===== src/rtl/reg_readout_ctrl.sv =====
// Snapshots a register word on request and streams it out as BEAT_W-bit beats over
// valid/ready, then pulses rd_done for one cycle.
module reg_readout_ctrl #(
  parameter int unsigned DATA_W    = 16,
  parameter int unsigned BEAT_W    = 8,
  parameter bit          MSB_FIRST = 1'b1
) (
  input  logic              clk,
  input  logic              rst,
  input  logic              rd_req,
  input  logic [DATA_W-1:0] reg_data,
  output logic              rd_busy,
  output logic [BEAT_W-1:0] out_data,
  output logic              out_valid,
  input  logic              out_ready,
  output logic              rd_done
);

  localparam int unsigned NBEATS = DATA_W / BEAT_W;
  localparam int unsigned IdxW   = (NBEATS > 1) ? $clog2(NBEATS) : 1;
  localparam logic [IdxW-1:0] LastIdx = IdxW'(NBEATS - 1);

  typedef enum logic [1:0] {StIdle, StSend, StDone} state_e;

  state_e            state_q;
  logic [IdxW-1:0]   idx_q;
  logic [DATA_W-1:0] shadow_q;

  // The shadow is shifted on each accepted beat so the current beat always sits at one end.
  always_ff @(posedge clk) begin
    if (rst) begin
      state_q  <= StIdle;
      idx_q    <= '0;
      shadow_q <= '0;
    end else begin
      unique case (state_q)
        StIdle: begin
          if (rd_req) begin
            shadow_q <= reg_data;
            idx_q    <= '0;
            state_q  <= StSend;
          end
        end
        StSend: begin
          if (out_ready) begin
            if (idx_q == LastIdx) begin
              state_q <= StDone;
            end else begin
              idx_q    <= idx_q + 1'b1;
              shadow_q <= MSB_FIRST ? (shadow_q << BEAT_W) : (shadow_q >> BEAT_W);
            end
          end
        end
        StDone:  state_q <= StIdle;
        default: state_q <= StIdle;
      endcase
    end
  end

  always_comb begin
    out_valid = (state_q == StSend);
    rd_busy   = (state_q != StIdle);
    rd_done   = (state_q == StDone);
    out_data  = '0;
    if (state_q == StSend) begin
      out_data = MSB_FIRST ? shadow_q[DATA_W-1 -: BEAT_W] : shadow_q[BEAT_W-1:0];
    end
  end

endmodule


===== config.mk =====
export PLATFORM = sky130hd
export DESIGN_NAME = reg_readout_ctrl
export DESIGN_NICKNAME = d
export VERILOG_FILES = /design/src/rtl/reg_readout_ctrl.sv
export SDC_FILE = /design/constraint.sdc
export NUM_CORES = 1
export LEC_CHECK = 0
export CORE_MARGIN = 4
export CORE_UTILIZATION = 45
export CTS_CLUSTER_DIAMETER = 80
export CTS_CLUSTER_SIZE = 28
export DETAILED_ROUTE_END_ITERATION = 10
export PLACE_DENSITY = 0.8
export SETUP_SLACK_MARGIN = 0.02
export SYNTH_ARGS = -nofsm -noshare
export SYNTH_HDL_FRONTEND = slang
export SYNTH_SLANG_ARGS = --single-unit

===== constraint.sdc =====
create_clock -name clk -period 3.7 [get_ports clk]
set_input_delay 0.74 -clock clk [delete_from_list [all_inputs] [get_ports clk]]
set_output_delay 0.74 -clock clk [all_outputs]
set_load 0.01 [all_outputs]

==> flow_summary.json <==
{
  "status": "finished, final reports clean",
  "slew_violations": 0,
  "die-height_um": 52.40,
  "synth_area_leaders": "dfxtp_1, a22o_1, a211oi_1, and2_1, o21ai_0",
  "area_growth_pct": 35.12,
  "cp.required_ps": 2960,
  "period_needed_ps": 2999,
  "ys_types": 22,
  "final_common_cell": "clkdlybuf4s50_1",
  "root_buffer": "clkbuf_4",
  "cts_buffer_depth": 2,
  "wl_um": 1949,
  "crit_fanout": 16,
  "n_antenna_cell": 0,
  "cts_resized": 0,
  "dieArea_sq_mm": 0.002746,
  "endpoint_kind": "output port",
  "dp_hpwl_um": 1445,
  "port_buffers": 30,
  "cts_setup_buffers": 0,
  "insertion_delay_ps": 290,
  "start_util_pct": 49.24,
  "core_sq_mm": 0.001802,
  "min_path_cells": 1,
  "power_w": 0.0004295,
  "fin_hold_ws_ps": 488.4,
  "power.share.sequential_pct": 54.7,
  "vias": 787,
  "place_congestion": 0.7883,
  "post-route-period-util_pct": 81.04,
  "tightest_slew_ps": 652.6,
  "numCtsBuffers": 3,
  "grt_max_degree": 17,
  "synth_area_sq_um": 887.1,
  "slew_headroom_pct": 56.43,
  "cts_tree": "done",
  "drt-wirelength-per-cell_um": 13.53,
  "drtIter0Drc": 32,
  "ant_nets": 0,
  "cts_hold_buf": 0,
  "irDropWorstVdd_mv": 0.1991,
  "maxClockFrequency_mhz": 333.5,
  "criticalPathCategory": "reg -> out",
  "synth_cells": 92,
  "holdCritPathClass": "reg -> reg",
  "post-route-drc-count": 0,
  "ys_warn_count": 0,
  "gr-total-overflow": 0,
  "switchingPower_w": 0.0001113,
  "grt_usage_pct": 15.33,
  "fin_setup_tns_ps": 0,
  "startpoint_type": "flip-flop",
  "viasPerCell": 5.465,
  "yosys.area.top_type": "dfxtp_1",
  "power_density_mw_per_mm2": 358.3,
  "ys_seq_area_share_pct": 42.88,
  "skew_ps": 3.864,
  "cp.arrival_ps": 2260,
  "ys_ff_latch": 19,
  "path_clk_slew_ps": 100,
  "swShare_pct": 25.91,
  "grt_pass1_vias": 706,
  "ff2ff_path_depth": 3,
  "internal_power_w": 0.0003182,
  "die_w_um": 52.40,
  "p_comb_share_pct": 21.8,
  "rsz0062_at_grt": "no",
  "clock-sinks": 19,
  "finalSetupViolCount": 0,
  "cts_max_level": 1,
  "grt_pass1_wl_um": 3070,
  "antenna_found_initial": 0,
  "synth.net_count": 112,
  "maxCapViolations": 0,
  "syn_avg_cell_area_sq_um": 9.642,
  "p_leak_nw": 0.4311,
  "io_pins": 31,
  "layout.nets": 140,
  "p_clk_share_pct": 23.5,
  "hold_viol": 0,
  "rows": 15,
  "drtPass1Iterations": 4,
  "final_layout_size_suffix_gt1_share_pct": 7.563,
  "final_cell_mix": "clkdlybuf4s50_1, dfxtp_1, o21ai_0",
  "yosysTopAreaCellShare_pct": 42.88
}
-- routing by layer --
layer,part of all wire [%],GRT usage [%]
met1,47,19.09
met4,1.4,8.936
met5,0,0
met3,5.2,2.279
met2,46,24.79
-- final timing paths --
check | start | end | slack, ps
setup / recovery | state_q[0] | out_data[2] | 700
hold / removal | shadow_q[5] | shadow_q[5] | 490
setup reg to reg | state_q[0] | shadow_q[7] | 1880
hold reg to reg | shadow_q[5] | shadow_q[5] | 490
-- power groups by stage --
stage	combinational [W]	clock (W)	sequential (W)
4_1_cts	0.0000944	0.000104	0.000235
3_5_place_dp	0.0000939	0	0.000239
2_1_floorplan	0.0000601	0	0.000233
6_report	0.0000936	0.000101	0.000235
3_3_place_gp	0.0000917	0	0.000239
5_1_grt	0.000102	0.000114	0.000237
-- state kept, by name (all words and copies together) (netlist names) --
| signal | cells |
|---|---|
| idx_q | 1 |
| shadow_q | 16 |
| state_q | 2 |
-- cells in the mapped netlist --
master,number
a211oi_1,9
a21oi_1,9
a22o_1,8
and2_1,8
and4b_1,1
buf_2,1
buf_4,1
buf_6,2
clkbuf_1,3
dfxtp_1,19
inv_1,2
nand2b_4,1
nand3b_1,1
nor2_1,1
nor2b_1,3
nor3_1,8
nor3_2,1
nor3_4,1
nor3b_4,1
nor4bb_4,1
o21ai_0,10
or2_2,1
-- cell type report --
| class | count | area, sq um |
|---|---|---|
| multi-input combinational | 64 | 452.9 |
| inverter | 2 | 7.507 |
| clock buffer | 4 | 26.28 |
| sequential | 19 | 380.4 |
| fill | 156 | 603.1 |
| timing repair buffer | 30 | 300.3 |
| tap | 25 | 31.28 |
-- critical path, cell delays in order, from the launching register on --
cell	delay, ps
dfxtp_1	650
nor2b_1	570
and2_1	220
clkdlybuf4s50_1	540
-- kinds of logic after synthesis --
| group | after synthesis | share of synthesized area, % |
|---|---|---|
| and+or+nand+nor | 28 | 24.82 |
| AOI/OAI and AO/OA | 36 | 26.23 |
| buffers and inverters | 9 | 6.065 |
| DFF | 19 | 42.88 |
-- per-stage QoR --
step / utilization [%] / area, sq um / cells / setup slack (ps)
global route: 66.53 / 1199 / 144 / 527.8
global placement: 65.07 / 1172 / 140 / 1092
finish: 66.53 / 1199 / 144 / 701.5
detailed placement: 65.07 / 1172 / 140 / 1006
CTS: 66.53 / 1199 / 144 / 682.9
floorplan: - / 887.1 / 92 / 2015
No activity file was read; power rests on OpenSTA's default activity.
